[config.mk]
export PLATFORM = sky130hd
export DESIGN_NAME = var_value_base
export DESIGN_NICKNAME = d
export VERILOG_FILES = /design/src/rtl/var_value_base.sv
export SDC_FILE = /design/constraint.sdc
export NUM_CORES = 1
export LEC_CHECK = 0
export CELL_PAD_IN_SITES_DETAIL_PLACEMENT = 1
export CELL_PAD_IN_SITES_GLOBAL_PLACEMENT = 1
export CORE_UTILIZATION = 45
export DETAILED_ROUTE_END_ITERATION = 10
export PLACE_DENSITY_LB_ADDON = 0.1
export SLEW_MARGIN = 15
export SYNTH_ARGS = -nofsm -noshare
export SYNTH_HDL_FRONTEND = slang
export SYNTH_SLANG_ARGS = --single-unit
[constraint.sdc]
create_clock -name clk -period 4.9 [get_ports clk]
set_input_delay 0.98 -clock clk [delete_from_list [all_inputs] [get_ports clk]]
set_output_delay 0.98 -clock clk [all_outputs]
set_load 0.01 [all_outputs]
[src/rtl/var_value_base.sv]
// var_value_base: per-bin variable-state store driving the clause value bus.
// Sequences decide -> settle -> absorb, keeps a decision level per variable
// and performs backtrack. Optional implied-assignment counter is enabled by
// defining VAR_BASE_IMP_COUNT_EN (adds output imp_count_o).

// Per-variable absorb decision: classifies one returned clause field
// against the base value for that variable.
module var_value_lane (
  input  logic [1:0] base_val,
  input  logic [2:0] in_f,
  output logic       conf,
  output logic       new_imp
);
  // conflict on 11 or on a value that disagrees with an assigned base;
  // an implied 01/10 on a free base becomes a new assignment
  always_comb begin
    conf    = 1'b0;
    new_imp = 1'b0;
    if (in_f[1:0] == 2'b11) begin
      conf = 1'b1;
    end else if (in_f[1:0] != 2'b00) begin
      if (base_val == 2'b00) new_imp = in_f[2];
      else if (in_f[1:0] != base_val) conf = 1'b1;
    end
  end
endmodule

module var_value_base #(
  parameter  int NUM_VARS_A_BIN = 8,
  parameter  int LEVEL_WIDTH    = 8,
  parameter  int SETTLE_CYCLES  = 2,
  localparam int IW = (NUM_VARS_A_BIN > 1) ? $clog2(NUM_VARS_A_BIN) : 1
) (
  input  logic                        clk,
  input  logic                        rst,
  input  logic                        load_i,
  input  logic [NUM_VARS_A_BIN*3-1:0] load_value_i,
  input  logic                        decide_valid_i,
  output logic                        decide_ready_o,
  input  logic [IW-1:0]               decide_var_i,
  input  logic [1:0]                  decide_value_i,
  output logic [NUM_VARS_A_BIN*3-1:0] var_value_toclause_o,
  input  logic [NUM_VARS_A_BIN*3-1:0] var_value_fromclause_i,
  input  logic                        backtrack_valid_i,
  input  logic [LEVEL_WIDTH-1:0]      backtrack_level_i,
  output logic                        apply_backtrack_o,
  output logic [LEVEL_WIDTH-1:0]      level_o,
  output logic                        busy_o,
  output logic                        conflict_o,
  output logic [IW-1:0]               conflict_var_o,
`ifdef VAR_BASE_IMP_COUNT_EN
  output logic [15:0]                 imp_count_o,
`endif
  output logic                        all_assigned_o
);
  localparam int N  = NUM_VARS_A_BIN;
  localparam int LW = LEVEL_WIDTH;
  localparam int S  = SETTLE_CYCLES;

  typedef enum logic [2:0] {IDLE, SETTLE, ABSORB, CONFLICT, BACKTRACK} state_t;

  state_t               state, state_nxt;
  logic [N-1:0][2:0]    fields;
  logic [N-1:0][LW-1:0] levels;
  logic [N-1:0][2:0]    from_f;
  logic [LW-1:0]        level;
  logic [LW-1:0]        level_inc;
  logic [S-1:0]         vld_pipe;
  logic [IW-1:0]        cvar;
  logic [IW-1:0]        low_conf;
  logic [N-1:0]         lane_conf, lane_new;
  logic                 any_conf, any_new;
  logic                 do_load, do_bt, do_decide, target_free;
  logic                 all_asg;

  assign from_f      = var_value_fromclause_i;
  assign any_conf    = |lane_conf;
  assign any_new     = |lane_new;
  assign target_free = (fields[decide_var_i][1:0] == 2'b00);
  assign level_inc   = (&level) ? level : level + 1'b1;

  for (genvar g = 0; g < N; g++) begin : g_lane
    var_value_lane u_lane (
      .base_val (fields[g][1:0]),
      .in_f     (from_f[g]),
      .conf     (lane_conf[g]),
      .new_imp  (lane_new[g])
    );
  end

  // lowest conflicting variable index
  always_comb begin
    low_conf = '0;
    for (int i = N - 1; i >= 0; i--)
      if (lane_conf[i]) low_conf = IW'(i);
  end

  // every variable holds a definite true/false value
  always_comb begin
    all_asg = 1'b1;
    for (int i = 0; i < N; i++)
      if (fields[i][1:0] == 2'b00 || fields[i][1:0] == 2'b11) all_asg = 1'b0;
  end

  assign var_value_toclause_o = fields;
  assign level_o              = level;
  assign busy_o               = (state != IDLE);
  assign conflict_o           = (state == CONFLICT);
  assign conflict_var_o       = cvar;
  assign apply_backtrack_o    = (state == BACKTRACK);
  assign all_assigned_o       = all_asg & ~conflict_o;
  // ready only when the decision would actually be the IDLE winner
  assign decide_ready_o       = rst & (state == IDLE) & ~load_i & ~backtrack_valid_i;

  // state register
  always_ff @(posedge clk) begin
    if (!rst) state <= IDLE;
    else      state <= state_nxt;
  end

  // next-state and action strobes
  always_comb begin
    state_nxt = state;
    do_load   = 1'b0;
    do_bt     = 1'b0;
    do_decide = 1'b0;
    case (state)
      IDLE: begin
        if (load_i) begin
          do_load   = 1'b1;
          state_nxt = SETTLE;
        end else if (backtrack_valid_i) begin
          do_bt     = 1'b1;
          state_nxt = BACKTRACK;
        end else if (decide_valid_i && target_free) begin
          do_decide = 1'b1;
          state_nxt = SETTLE;
        end
      end
      SETTLE:    if (vld_pipe[S-1]) state_nxt = ABSORB;
      ABSORB: begin
        if (any_conf)     state_nxt = CONFLICT;
        else if (any_new) state_nxt = SETTLE;
        else              state_nxt = IDLE;
      end
      CONFLICT: begin
        if (backtrack_valid_i) begin
          do_bt     = 1'b1;
          state_nxt = BACKTRACK;
        end
      end
      BACKTRACK: state_nxt = SETTLE;
      default:   state_nxt = IDLE;
    endcase
  end

  // settle timer: a single token walks SETTLE_CYCLES stages
  always_ff @(posedge clk) begin
    if (!rst)                                      vld_pipe <= '0;
    else if (state_nxt == SETTLE && state != SETTLE) vld_pipe <= S'(1);
    else if (state == SETTLE)                      vld_pipe <= vld_pipe << 1;
    else                                           vld_pipe <= '0;
  end

`ifdef VAR_BASE_IMP_COUNT_EN
  logic [15:0] imp_count, new_cnt;
  logic [16:0] imp_sum;
  assign imp_count_o = imp_count;
  assign imp_sum     = {1'b0, imp_count} + {1'b0, new_cnt};

  // number of implied assignments this absorb cycle
  always_comb begin
    new_cnt = '0;
    for (int i = 0; i < N; i++) new_cnt = new_cnt + 16'(lane_new[i]);
  end

  // saturating implied-assignment counter
  always_ff @(posedge clk) begin
    if (!rst)                                 imp_count <= '0;
    else if (do_load)                         imp_count <= '0;
    else if (state == ABSORB && !any_conf)    imp_count <= imp_sum[16] ? 16'hFFFF : imp_sum[15:0];
  end
`endif

  // variable fields, per-variable levels, decision level, conflict index
  always_ff @(posedge clk) begin
    if (!rst) begin
      fields <= '0;
      levels <= '0;
      level  <= '0;
      cvar   <= '0;
    end else begin
      if (do_load) begin
        fields <= load_value_i;
        levels <= '0;
        level  <= '0;
      end else if (do_bt) begin
        for (int i = 0; i < N; i++) begin
          if (levels[i] > backtrack_level_i) begin
            fields[i] <= '0;
            levels[i] <= '0;
          end
        end
        level <= backtrack_level_i;
        cvar  <= '0;
      end else if (do_decide) begin
        fields[decide_var_i] <= {1'b0, decide_value_i};
        levels[decide_var_i] <= level_inc;
        level                <= level_inc;
      end else if (state == ABSORB) begin
        // a conflict suppresses the implied writes of the same cycle
        if (any_conf) begin
          cvar <= low_conf;
        end else begin
          for (int i = 0; i < N; i++) begin
            if (lane_new[i]) begin
              fields[i] <= {1'b1, from_f[i][1:0]};
              levels[i] <= level;
            end
          end
        end
      end
    end
  end
endmodule

Word level (Yosys, flattened, before mapping)
Index checks and enable logic that the tools add are counted.

Logic and storage cells: 310. Output and inout bits: 40. Input bits: 66. Register bits after elaboration: 104.

Reduce and logical (&&, ||, !) cells: 73. Eq/ne operators: 49. $add $sub $neg: 1. Bitwise logic cells: 10. Muxes and demuxes: 146. $lt $le $gt $ge: 10.

Operators by type and width (number): two-way mux 64 bit (4); two-way mux 8 bit (20); two-way mux 24 bit (5); two-way mux 3 bit (34); two-way mux 1 bit (74); AND reduction 4 bit (17); bitwise mux 64 bit (1); > comparator 8 bit (8); nonzero test 4 bit (9); equality test 2 bit, second input constant (16); nonzero test 3 bit (10); bitwise mux 24 bit (1); demux 8 bit (select 3 bit) (1); != test 3 x 2 -> 1 bit, second input constant (8); nonzero test 2 bit (11); zero test 2 bit (9); != test 2 x 1 -> 1 bit, second input constant (8); != test 2 bit (8); OR reduction 8 bit (2); one-hot mux 3 bit (5 select lines) (1); binary-select mux 3 bit (select 3 bit) (1); demux 3 bit (select 3 bit) (1); adder 8 x 1 -> 8 bit, second input constant (1); logical OR 1 bit (8); other kinds (17) (31).

Depth between registers and ports, before layout
Gate-level depths: netlist of run 1.

Depth after elaboration: 17. Mapped depth: 11. Gate-level depth less buffers: 9.

Modules after synthesis
A second synthesis of run 1 with hierarchy kept.

Cell total of the unflattened synthesis: 922. Area, all modules: 7357.1 µm².

Modules (own cells, without submodules): var_value_base (area each 7066.8 µm², times used 1, seq. area each 2082.0 µm², cells each 882); var_value_lane (area each 36.3 µm², times used 8, seq. area each 0.0 µm², cells each 5).

Worst setup path before layout of run 1
OpenSTA, ideal clock, no wires.

Kind: input to register. From: input backtrack_level_i[3]. To: register levels[21] (netlist name). Library setup time: 123 ps. Required time: 4777 ps. Arrival: 2762 ps. Path slack: 2014 ps. Stages on the path: 8. Cells stage by stage: inv_1 > ha_1 > and3_1 > a221o_1 > a221oi_1 > a31o_2 > a21oi_4 > mux2_1.

Cells in the longest elaborated chain, start to end: 3.

Ends and longest elaborated chain: start: declaration (RTL line 45) `input logic [LEVEL_WIDTH-1:0] backtrack_level_i,`; > comparator 8 bit (RTL line 199) `if (levels[i] > backtrack_level_i) begin`; != test 2 x 1 -> 1 bit (no line); AND reduction 4 bit (no line); end signal: indexed assignment (RTL line 208) `levels[decide_var_i] <= level_inc;`; end signal: indexed assignment (RTL line 218) `levels[i] <= level;`; end: declaration (RTL line 64) `logic [N-1:0][LW-1:0] levels;`.

Every way passes these cells. A chain may end at the register's enable or synchronous reset.

Final worst setup path of run 1
From: input decide_var_i[1]. To: register levels[34] (netlist name).

Cells in the longest elaborated chain, start to end: 10. Elaborated cells on any way between the ends: 20. Classes of those cells: order compare: 2; eq/ne: 1; mux: 11; reduce/logical: 6.

Ends and longest elaborated chain: start: declaration (RTL line 40) `input logic [IW-1:0] decide_var_i,`; binary-select mux 3 bit (select 3 bit) (RTL line 79) `assign target_free = (fields[decide_var_i][1:0] == 2'b00);`; two-way mux 2 bit (not written as such) (RTL line 79); zero test 2 bit (RTL line 79); logical AND 1 bit (RTL line 135) `end else if (decide_valid_i && target_free) begin`; two-way mux 1 bit (RTL line 135); two-way mux 1 bit (RTL line 132) `end else if (backtrack_valid_i) begin`; two-way mux 1 bit (RTL line 129) `if (load_i) begin`; two-way mux 1 bit (RTL line 127) `case (state)`; != test 3 x 1 -> 1 bit (no line) (tied with other cells); AND reduction 4 bit (no line) or two-way mux 64 bit (tied branches).

Several ways; a longest one is shown, not always the timed one. The select of a mux whose other input is x is not followed.

==> results, run 1 <==
- The worst flop-to-flop path startpoint is level_o[0]$_SDFFE_PP0N_.
- The number of primary I/O pins is 106.
- Summed over all nets, the switching power comes to 0.8609 mW.
- The area inside the core boundary is 16700 µm².
- The final critical-path required period is 4.013 ns.
- Of the total power, the clock network draws 0.284.
- The most used flip-flop cell after synthesis is sky130_fd_sc_hd__dfxtp_1.
- The biggest area contributor in the post-synthesis netlist is sky130_fd_sc_hd__dfxtp_1.
- The worst hold path begins at levels[56]$_SDFFE_PP0P_.
- The sort of element at the end of the critical path is a register.
- Across all layers, the routed design uses 7865 vias.
- Setup repair after global routing left no endpoint under its margin.
- The routability-driven placement congestion ratio is 0.8877.
- After synthesis, the most frequently instantiated cells are sky130_fd_sc_hd__nand2_1 (107), sky130_fd_sc_hd__dfxtp_1 (104), sky130_fd_sc_hd__nor2_1 (79).
- Entering global routing, the biggest net connects 68 pins.
- The sequential element share of the synthesized area is 0.2678.
- The max-slew violation total from the final report was 0.
- Of the total power, registers draw 0.386.
- The required time reported for the critical path endpoint is 5.19 ns.
- In this run the deepest clock path goes through 2 buffers.
- The post-route antenna net violation count is 0.
- The tool flagged a number of max-cap violations equal to 0.
- The number of antenna violations at the first check in global routing came to 0.
- Once layout is complete, the cells apart from fillers number 1269.
- Counting cells, the worst reg-to-reg path comes to 8.
- The height of the die is 133.4 µm.
- The hold slack is 0.4614 ns.
- Gates resized during post-CTS repair numbered 0.
- The count of inserted antenna diode cells is 0.
- The leakage power of the design is 3.500 nW.
- The class of the most critical setup path is primary input to register.
- The setup check on the worst reg-to-reg path leaves a slack of 1.64 ns.
- In this run the mean area of a mapped cell was 8.099 µm².
- Headroom to the max-slew limit came out at 0.4188.
- The synthesized netlist cell count is 960.
- The half-perimeter wire length after detailed placement is 20970 µm.
- The TritonCTS clock tree is built.
- Yosys attributes the largest share of cell area to sky130_fd_sc_hd__dfxtp_1 (27%), sky130_fd_sc_hd__ha_1 (12%), sky130_fd_sc_hd__mux2i_1 (8.5%), sky130_fd_sc_hd__nand2_1 (5.2%), sky130_fd_sc_hd__nor2_1 (3.8%).
- The share of the synthesized area in the top cell type is 0.2678.
- The first-pass detailed-route iteration total is 5.
- The number of nets in the synthesized netlist is 1099.
- The total overflow left after global routing is 0.
- The number of nets in the layout is 1183.
- Internal power comes to 1.594 mW.
- In the final routed layout, each cell accounts on average for 22.34 µm.
- The period utilization is 0.8189.
- The post-synth design cell area is 7775 µm².
- In this run the post-CTS setup repair buffer count came out at 0.
- The placed instances occupy a cell area of 9026 µm².
- The die covers 17810 µm².
- The fraction of layout cells with a size suffix above 1 is 0.06292.
- The first-pass GRT wire length is 44130 µm.
- The setup total negative slack is 0 ns.
- The top achievable clock speed is 0.2492 GHz.
- The design area is 9311 µm².
- The detailed router finished its first iteration with 570 violations.
- In this run the power density over the cells is 263.6 nW/µm².
- The final-report setup violation count is 0.
- After clock tree synthesis, the clock-pin slew on the worst setup and hold paths is 0.07 ns.
- In this run the tool buffered the top-level ports with 105 buffer cells.
- At the pin with the least slew margin, the transition time is 0.8699 ns.
- The path with the worst hold slack has its endpoint at levels[56]$_SDFFE_PP0P_.
- CTS built an H-tree with a depth of 3.
- The number of global-route vias before repair is 7881.
- In this run, synthesis inferred 0 flip-flops with an integrated enable.
- The number of endpoints with negative hold slack in the final report is 0.
- The largest clock skew in the final design is 0.01286 ns.
- The cts-stage hold buffer count is 0.
- Counting flops with an async set or reset pin after synthesis yields a share of 0.
- The number of clock sinks seen by CTS is 104.
- The hold path depth is 2.
- Clock latency on the worst-skew pair, taken at its later pin, is 0.36 ns.
- For this run, the number of Yosys warnings is 0.
- IR analysis of the VDD net gives a maximum drop of 0.0001722 V.
- After detailed routing, the total wire length is 28350 µm.
- The total of flip-flops plus latches after synthesis is 104.
- The combinational fraction of design power is 0.330.
- Clock tree synthesis inserted a total of 9 buffers.
- The run finished with clean final reports.
- The die is 133.4 µm wide.
- Row generation in the floorplan step produced 47 rows.
- The initial utilization of the core area, before any placement, comes to 0.4655.
- The capture point of the worst reg-to-reg path is levels[36]$_SDFFE_PP0P_.
- The total power draw is 2.454 mW.
- The proportion of total power due to net switching is 0.3507.
- The arrival time of the worst setup path is 4.30 ns.
- The tree is rooted in a sky130_fd_sc_hd__clkbuf_16.
- The layout overhead on the synthesized area is 19.76%.
- The worst hold path class is register to register.
- The critical path startpoint category is a primary input.
- The total routing resource utilization after global routing is 0.3218.
- The largest fanout on the critical path is 18.
- The most common cell in the synthesized netlist is sky130_fd_sc_hd__nand2_1.
- The number of remaining DRC errors is 0.
- Including well taps, the total number of placed cells is 1253.
- The detailed-route vias per instance is 6.198.
- The synthesized netlist contains 75 unique library cells.
## sequential cells by signal, summed over array words and instances, names as in the netlist
name	count
conflict_var_o	3
var_value_toclause_o	24
state	3
level_o	8
vld_pipe	2
levels	64
## critical path: stages
cell                              delay [ns]
sky130_fd_sc_hd__clkdlybuf4s50_1        0.67
sky130_fd_sc_hd__nor3_1                 0.57
sky130_fd_sc_hd__o21ai_1                0.20
sky130_fd_sc_hd__and4_1                 0.38
sky130_fd_sc_hd__nand2_2                0.37
sky130_fd_sc_hd__and2_0                 0.67
sky130_fd_sc_hd__o21ai_0                0.26
sky130_fd_sc_hd__mux2i_1                0.18
## power by group through the flow
stage	sequential (mW)	combinational, mW	clock, mW
2_1_floorplan	0.960	0.468	0
3_3_place_gp	0.963	0.773	0
3_5_place_dp	0.964	0.788	0
4_1_cts	0.946	0.797	0.706
5_1_grt	0.952	0.871	0.726
6_report	0.946	0.811	0.697
## final cells by class
class	instances	area [µm²]
well taps	220	275.3
clock inverters	4	30.03
flip-flops and latches	104	2082
clock buffers	12	246.5
inverters	46	172.7
repair buffers	123	1186
multi-input cells	760	5319
fillers	2031	7390
## cell families after synthesis
| logic type | count (synthesis) | synth area share |
|---|---|---|
| buf+inv | 96 | 0.05149 |
| mux | 72 | 0.09511 |
| flops | 104 | 0.2678 |
| fa+ha+maj | 73 | 0.1175 |
| compound gates | 284 | 0.2507 |
| simple gates | 322 | 0.2073 |
| xor+xnor | 9 | 0.01014 |
## worst max path at each step
| stage | start | endpoint | slack (ns) | cells after the start |
|---|---|---|---|---|
| floorplan | backtrack_level_i[3] | levels[21]$_SDFFE_PP0P_ | 2.01 | 8 |
| global placement | decide_var_i[1] | levels[52]$_SDFFE_PP0P_ | 0.69 | 8 |
| detailed placement | decide_var_i[1] | levels[52]$_SDFFE_PP0P_ | 0.62 | 8 |
| CTS | var_value_fromclause_i[9] | levels[52]$_SDFFE_PP0P_ | 0.94 | 8 |
| global route | decide_var_i[1] | levels[34]$_SDFFE_PP0P_ | 0.67 | 8 |
| finish | decide_var_i[1] | levels[34]$_SDFFE_PP0P_ | 0.89 | 8 |
## layer usage
metal	up-vias	global-route usage	wire, µm	share of wire
met5	-	0	0	0
met4	0	0.09407	529	0.019
met3	37	0.03425	1556	0.055
met2	247	0.5313	13260	0.47
met1	3891	0.4415	13000	0.46
li1	3690	-	-	-
## cell usage in the layout, fill, tap and decap left out, drive strengths merged, types with 4 or more instances in the layout
master	netlist	final
a221o	7	7
nand2	109	109
nor2b	14	14
a21boi	6	6
and3	21	21
dfxtp	104	104
clkinv	1	4
clkbuf	34	12
o22ai	13	13
inv	45	45
a221oi	11	11
clkdlybuf4s50	0	105
nand3	14	14
o211ai	7	7
o21a	26	26
a32o	8	8
a21o	7	7
and4	6	6
o31ai	4	4
nor4	4	4
mux2	5	5
nand4	25	25
mux2i	67	67
and2	11	11
a21oi	63	63
a31oi	11	11
nor2	79	79
o21ai	92	92
ha	73	73
xor2	9	9
nor3	11	11
o221a	6	6
nand2b	13	13
buf	16	18
## metrics by stage
step / setup slack [ns] / util
floorplan: 2.014 / -
global placement: 0.6861 / 0.5405
detailed placement: 0.6218 / 0.5405
CTS: 0.9367 / 0.5570
global route: 0.6727 / 0.5575
finish: 0.8873 / 0.5575
Note: power is estimated with default switching activity, not from simulation.
==> run 2: changes to the inputs <==
CORE_UTILIZATION = 38   (was 45)
clock period = 3.25 ns   (was 4.9 ns; I/O delays follow)
==> run 2 against run 1 <==
Net effect: critical path depth up 2; flip-flop and latch count unchanged; total power up 64%; sequential power up 50%; register-to-register slack worse by 1.2 ns; cell area up 12%.
==> results, run 2 (synthesis results as in run 1) <==
- Counting along the longest clock path gives a buffer depth of 2.
- For this run, design rule violations remaining after detail routing come to 0.
- The depth of the worst register-to-register path is 9.
- The first-pass GRT wire length is 47020 µm.
- The worst setup path is launched from a primary input.
- Once detail routing completed, the nets flagged for antenna violations numbered 0.
- The height of the die is 145.0 µm.
- The routed layout has 8191 vias.
- The buffer type at the clock tree root is sky130_fd_sc_hd__clkbuf_16.
- The hold path depth is 2.
- The register with the most flip-flops in the layout has 64 of them.
- Along the worst path, the maximum fanout reaches 9.
- The final routed wire length divided by cell count is 20.80 µm.
- The clock buffer count from CTS is 9.
- Hold is met by 0.4591 ns.
- The worst hold path belongs to the class register to register.
- The fraction of layout cells with a size suffix above 1 is 0.1665.
- The maximum vdd drop is 0.0002863 V.
- Setup violations remaining at the end of the flow were counted as 0.
- The number of primary I/O pins is 106.
- The later pin in the worst-skew pair is clocked with a latency of 0.36 ns.
- Clock-pin slew was measured on the worst setup and hold paths at 0.07 ns.
- The placed cell area is 10140 µm².
- Power comes to 4.013 mW.
- Wires add up to 29990 µm.
- Counting every sink on the clock net gives 104.
- For the final database, setup skew stands at 0.008996 ns.
- The number of global-route vias before repair is 8452.
- The number of antenna diodes in the final layout is 0.
- Among cell families on the critical path, the largest total delay comes from buffers and inverters.
- The overflow left after global routing is 0.
- The max-slew violation total from the final report came to 0.
- The cts-stage hold buffer count is 0.
- The period utilization is 0.9580.
- Across the run, the number of max-cap violations was 0.
- The number of standard-cell rows in the floorplan is 51.
- The total routing resource utilization after global routing is 0.2885.
- At the pin with the least slew margin, the transition time is 0.8888 ns.
- The finished cells cover 10450 µm².
- Buffers placed on the I/O ports in this run total 105.
- For the worst setup path, the data required time is 3.52 ns.
- The number of endpoints with negative hold slack in the final report is 0.
- The half-perimeter wire length after detailed placement is 23600 µm.
- The power density of the placed cells is 384.0 nW/µm².
- The cell type of the slowest stage on the worst timing path is sky130_fd_sc_hd__clkdlybuf4s50_1.
- From synthesis to final layout, the design area changed by 34.44%.
- The first-pass detailed-route iteration total is 5.
- Setup repair after global routing left no endpoint under its margin.
- The largest net degree at the start of global routing is 68.
- Walking the worst path, the cells encountered are clkdlybuf4s50_1, buf_4, and3_1, o21ai_0, and3_1, and3_4, a2bb2oi_1, buf_4, a21boi_1, mux2i_1.
- The delay of the slowest critical-path stage is 0.68 ns.
- The worst slew slack as a fraction of its limit is 0.4062.
- The number of buffers and inverters on the critical path is 3.
- The top cell types in the final layout, fill and taps aside, are sky130_fd_sc_hd__buf_4 (138), sky130_fd_sc_hd__nand2_1 (107), sky130_fd_sc_hd__dfxtp_1 (104), sky130_fd_sc_hd__clkdlybuf4s50_1 (104), sky130_fd_sc_hd__nor2_1 (78).
- For this design the static power due to leakage is 4.177 nW.
- The final critical-path required period is 3.113 ns.
- After filler insertion, the fill cell instance count of the layout stands at 2427.
- The critical path runs through a total of 10 cells.
- The die outline width is 145.0 µm.
- In this run the standard cell core region covers 19780 µm².
- At the worst endpoint, the arrival time is 3.39 ns.
- The run finished with clean final reports.
- Routability-driven placement finished with a final weighted congestion of 0.8833.
- The effective utilization at floorplan is 0.3930.
- The H-tree generated during clock tree synthesis spans 3 levels.
- The DRC marker count from the first detailed-route iteration is 464.
- The most common cell after layout, fill and taps aside is sky130_fd_sc_hd__buf_4.
- The number of antenna violations at the first check in global routing is 0.
- Using the TritonRoute via totals, the vias-per-cell ratio works out to 5.680.
- TritonCTS built the clock tree.
- The sort of element at the end of the critical path is a register.
- The floorplan step defined a die boundary enclosing 21040 µm².
- Derived from the worst setup path, the maximum achievable clock frequency is 0.3212 GHz.
- The worst setup path is of the primary input to register kind.
- The register containing the most flip-flops in the final layout is levels.
- The number of buffers added for setup after CTS is 0.
- After the last flow step, the layout net total stands at 1311.
run 2: cell types whose count changed in the layout (fill, tap and decap cells not counted):
| cell | change |
|---|---|
| sky130_fd_sc_hd__clkbuf_1 | -2 |
| sky130_fd_sc_hd__buf_4 | +120 |
| sky130_fd_sc_hd__clkinv_4 | -1 |
| sky130_fd_sc_hd__clkdlybuf4s50_1 | -1 |
| sky130_fd_sc_hd__clkinv_2 | +3 |
| sky130_fd_sc_hd__dlymetal6s2s_1 | +1 |
| sky130_fd_sc_hd__buf_12 | +8 |
| sky130_fd_sc_hd__clkinvlp_4 | -1 |
| sky130_fd_sc_hd__bufinv_16 | +1 |
run 2: what timing repair did:
action / CTS / global route
endpoints found under the setup margin: 4 / 1
cloned: 0 / 0
resized for setup: 1 / 1
endpoints found under the hold margin: 0 / 0
run 2: power breakdown:
group	leakage, nW	switching [mW]	internal, mW
logic	3.18	0.757	0.676
registers	0.844	0.0801	1.34
clock network	0.152	0.543	0.617
total	4.18	1.38	2.63
run 2: final timing paths:
path / start / endpoint / slack, ns
worst max-delay path: decide_var_i[2] / var_value_toclause_o[22]$_SDFFE_PN0P_ / 0.14
worst min-delay path: levels[48]$_SDFFE_PP0P_ / levels[48]$_SDFFE_PP0P_ / 0.46
worst max register to register: var_value_toclause_o[13]$_SDFFE_PN0P_ / conflict_var_o[1]$_SDFFE_PN0P_ / 0.46
worst min register to register: levels[48]$_SDFFE_PP0P_ / levels[48]$_SDFFE_PP0P_ / 0.46
run 2: metrics by stage:
step	setup WS [ns]	utilization	TNS [ns]	cells
finish	0.1365	0.5284	0	1442
global route	0.06025	0.5284	0	1442
CTS	0.2040	0.5283	0	1442
detailed placement	-0.3874	0.5128	-26.78	1426
global placement	-0.3073	0.5128	-21.69	1426
floorplan	0.6945	-	0	960
run 2: metal layers:
metal	global-route usage	part of all wire	wire length [µm]	vias to the layer above
li1	-	-	-	3929
met5	0	0	0	-
met3	0.03899	0.040	1199	32
met2	0.4764	0.46	13870	180
met1	0.3932	0.48	14470	4050
met4	0.07234	0.015	443	0
run 2: layout make-up:
class,count,area (µm²),area share
well taps,265,331.6,0.03172
clock buffers,10,239.0,0.02286
inverters,46,172.7,0.01652
repair buffers,251,2250,0.2152
clock inverters,6,58.81,0.005626
flip-flops and latches,104,2082,0.1992
multi-input cells,760,5319,0.5089
run 2: worst register-to-register path, stage by stage, from the launching register on:
cell	delay, ns
sky130_fd_sc_hd__dfxtp_1	0.46
sky130_fd_sc_hd__inv_1	0.08
sky130_fd_sc_hd__ha_1	0.20
sky130_fd_sc_hd__a32o_1	0.22
sky130_fd_sc_hd__o22ai_1	0.54
sky130_fd_sc_hd__nor4_4	0.21
sky130_fd_sc_hd__buf_4	0.20
sky130_fd_sc_hd__o21a_1	0.18
sky130_fd_sc_hd__or4b_1	0.50
sky130_fd_sc_hd__a21oi_1	0.14
==> run 3: changes to the inputs <==
CORE_MARGIN = 2   (was unset)
CORE_UTILIZATION = 44   (was 38)
DONT_BUFFER_PORTS = 1   (was unset)
==> run 3 against run 2 <==
Net effect: clock-buffer cell count rose by 2; maximum frequency rose by 3.4%; non-clock buffer count fell by 189; critical path depth fell by 1; combinational power fell by 26%; first-iteration DRC count rose by 30%; global-route usage rose by 4.2 points; setup slack improved by 0.10 ns; clock skew barely moved; core utilization fell by 2.6 points; critical path type is now register to register; sequential power barely moved; critical endpoint is now var_value_toclause_o[4]$_SDFFE_PN0P_; register-to-register slack got worse by 0.22 ns.
==> results, run 3 (synthesis results as in run 1) <==
- Setup violations remaining at the end of the flow were counted as 0.
- After detailed routing, the total wire length is 30560 µm.
- In this run the tightest slew margin relative to its limit is 0.2688.
- The layout overhead on the synthesized area is 11.78%.
- The critical path starts at state[2]$_SDFF_PN0_.
- For the pin with the worst max-slew slack, the measured transition is 1.094 ns.
- The number of buffers added on ports is 0.
- The count of inserted antenna diode cells is 0.
- The clock share of power is 0.350.
- The share of total power dissipated in sequential elements is 0.376.
- The most common cell after layout, fill and taps aside is sky130_fd_sc_hd__nand2_1.
- For this design the top-level I/O count stands at 106.
- The startpoint identified for the worst register-to-register timing path is state[2]$_SDFF_PN0_.
- Hold repair after CTS inserted 0 buffers.
- In this run the remaining antenna-violating nets after routing total 0.
- In this run the power spent charging and discharging nets is 1.297 mW.
- The die covers 18750 µm².
- The library cells used most frequently in the layout, excluding fill and tap cells, are sky130_fd_sc_hd__nand2_1 (107), sky130_fd_sc_hd__dfxtp_1 (104), sky130_fd_sc_hd__nor2_1 (78).
- The clock edge transition at the registers on the reported setup and hold paths is 0.07 ns.
- The core region is 17300 µm².
- The required time reported for the critical path endpoint is 3.51 ns.
- After detailed routing, the number of vias per cell comes to 6.350.
- In the routed design, unresolved DRC markers number 0.
- The final critical-path required period is 3.011 ns.
- The power density of the placed cells is 443.7 nW/µm².
- The proportion of total power due to net switching is 0.3364.
- The combinational fraction of design power is 0.274.
- The period utilization is 0.9266.
- The setup total negative slack is 0 ns.
- The tree built by TritonCTS fans out to 104 sinks.
- The number of antenna violations at the first check in global routing is 0.
- The final route contains 7702 vias.
- From bottom edge to top edge, the die measures 136.9 µm.
- The slowest stage of the critical path belongs to the cell sky130_fd_sc_hd__and4_2.
- Max-cap violations in this run came to 0.
- After the first detailed-routing iteration, the DRC count stood at 604.
- The die is 136.9 µm wide.
- For this configuration, the core starts out at a cell density of 0.4495.
- Once the clock tree was built, the resizer swapped 0 gates to a different size.
- Prior to clock tree synthesis, the placed netlist has a worst setup slack of 0.1146 ns.
- In this design, the stage delay of the slowest critical-path cell is 0.43 ns.
- The first detailed-routing pass took 5 iterations.
- The maximum clock path buffer count is 2.
- The number of endpoints with negative hold slack in the final report is 0.
- The class of the most critical setup path is register to register.
- Buffers added to address setup during post-CTS repair amount to 0.
- The critical path startpoint category is a register.
- The final layout contains 1122 nets.
- Clock skew on the completed layout was measured at 0.009313 ns.
- The register containing the most flip-flops in the final layout is levels.
- The number of global-route vias before repair is 8147.
- The clock buffer count from CTS is 9.
- In the post-route analysis, the smallest setup slack over all paths is 0.2386 ns.
- CTS built an H-tree with a depth of 3.
- Global routing finished with a remaining overflow of 0.
- The largest net degree at the start of global routing is 37.
- Setup repair after global routing left no endpoint under its margin.
- The arrival time of the worst setup path is 3.27 ns.
- The leakage power of the design is 3.366 nW.
- The number of flip-flops in the largest register is 64.
- The max-slew violation total from the final report is 0.
- In the final layout, the share of cells above drive strength 1 is 0.1144.
- The worst hold path class is primary input to register.
- The critical path goes through nor3_1, inv_1, nor3_1, and4_2, nand2_2, buf_4, o22ai_2, a221oi_1, a221oi_1.
- For this run, the top clock speed supported by timing is 0.3321 GHz.
- For this run, the total global-route usage over all layers was measured as 0.3306.
- The floorplan has 48 rows.
- Summing internal, switching and leakage power gives 3.856 mW.
- The later-pin clock latency in the skew report is 0.36 ns.
- TritonCTS built the clock tree.
- The run finished with clean final reports.
- The worst-case IR drop observed on VDD is 0.0002506 V.
- The internal power is 2.559 mW.
- Summed over all nets, the half-perimeter wirelength after detailed placement is 23700 µm.
- Of all nets on the critical path, the largest fanout is 17.
- The critical hold path startpoint is rst.
- At the end of routability-driven placement, the weighted congestion stood at 0.9373.
- The first-pass GRT wire length is 46720 µm.
- STA classifies the critical path endpoint as a register.
- Dividing the detail-routed wire length by the instance count gives 25.20 µm.
- The buffer type at the clock tree root is sky130_fd_sc_hd__clkbuf_16.
==> run 3: changes by cell type in the layout (fill, tap and decap cells not counted), moves of 2 or more <==
cell and delta:
sky130_fd_sc_hd__bufinv_16 +2, sky130_fd_sc_hd__clkdlybuf4s50_1 -104, sky130_fd_sc_hd__clkinv_2 -4, sky130_fd_sc_hd__clkbuf_8 +2, sky130_fd_sc_hd__buf_4 -77, sky130_fd_sc_hd__buf_12 -7
==> run 3: per-layer routing <==
layer,part of all wire,GRT usage,vias up
met5,0,0,-
met4,0.033,0.1334,0
met3,0.073,0.08148,72
met2,0.45,0.5274,271
met1,0.44,0.4266,3802
li1,-,-,3557
==> run 3: power groups by stage <==
| stage | Sequential (mW) | Clock (mW) | Combinational, mW |
|---|---|---|---|
| floorplan | 1.45 | 0 | 0.705 |
| detailed placement | 1.48 | 0 | 1.03 |
| finish | 1.45 | 1.35 | 1.06 |
| global route | 1.46 | 1.40 | 1.14 |
| global placement | 1.48 | 0 | 1.00 |
| CTS | 1.45 | 1.36 | 1.04 |
==> run 3: final timing paths <==
path | slack (ns) | end | cells after the start
setup / recovery | 0.24 | var_value_toclause_o[4]$_SDFFE_PN0P_ | 9
hold / removal | 0.42 | var_value_toclause_o[8]$_SDFFE_PN0P_ | 2
setup reg to reg | 0.24 | var_value_toclause_o[4]$_SDFFE_PN0P_ | 9
hold reg to reg | 0.46 | levels[32]$_SDFFE_PP0P_ | 2
==> run 3: cell type report <==
cell class	count	area [µm²]
clock buffer	12	266.5
clock inverter	4	98.84
fill	2110	8606
inverter	46	172.7
multi-input combinational	760	5311
sequential	104	2082
tap	225	281.5
timing repair buffer	62	478.0
==> run 3: metrics by stage <==
step                      utilization  std cells  area (µm²)  hold WS [ns]
after floorplan                     -        960        7775        0.4347
after global placement         0.4813       1197        8324        0.4464
after detailed placement       0.4813       1197        8324        0.4532
after CTS                      0.5024       1213        8690        0.4185
after global routing           0.5025       1213        8691        0.4187
final                          0.5025       1213        8691        0.4246
==> run 3: worst max-delay path, delay by kind of cell, from the launching register on <==
kind            cells  cell delay [ns]
flops               1             0.38
buf+inv             2             0.45
simple gates        4             1.29
compound gates      3             0.78
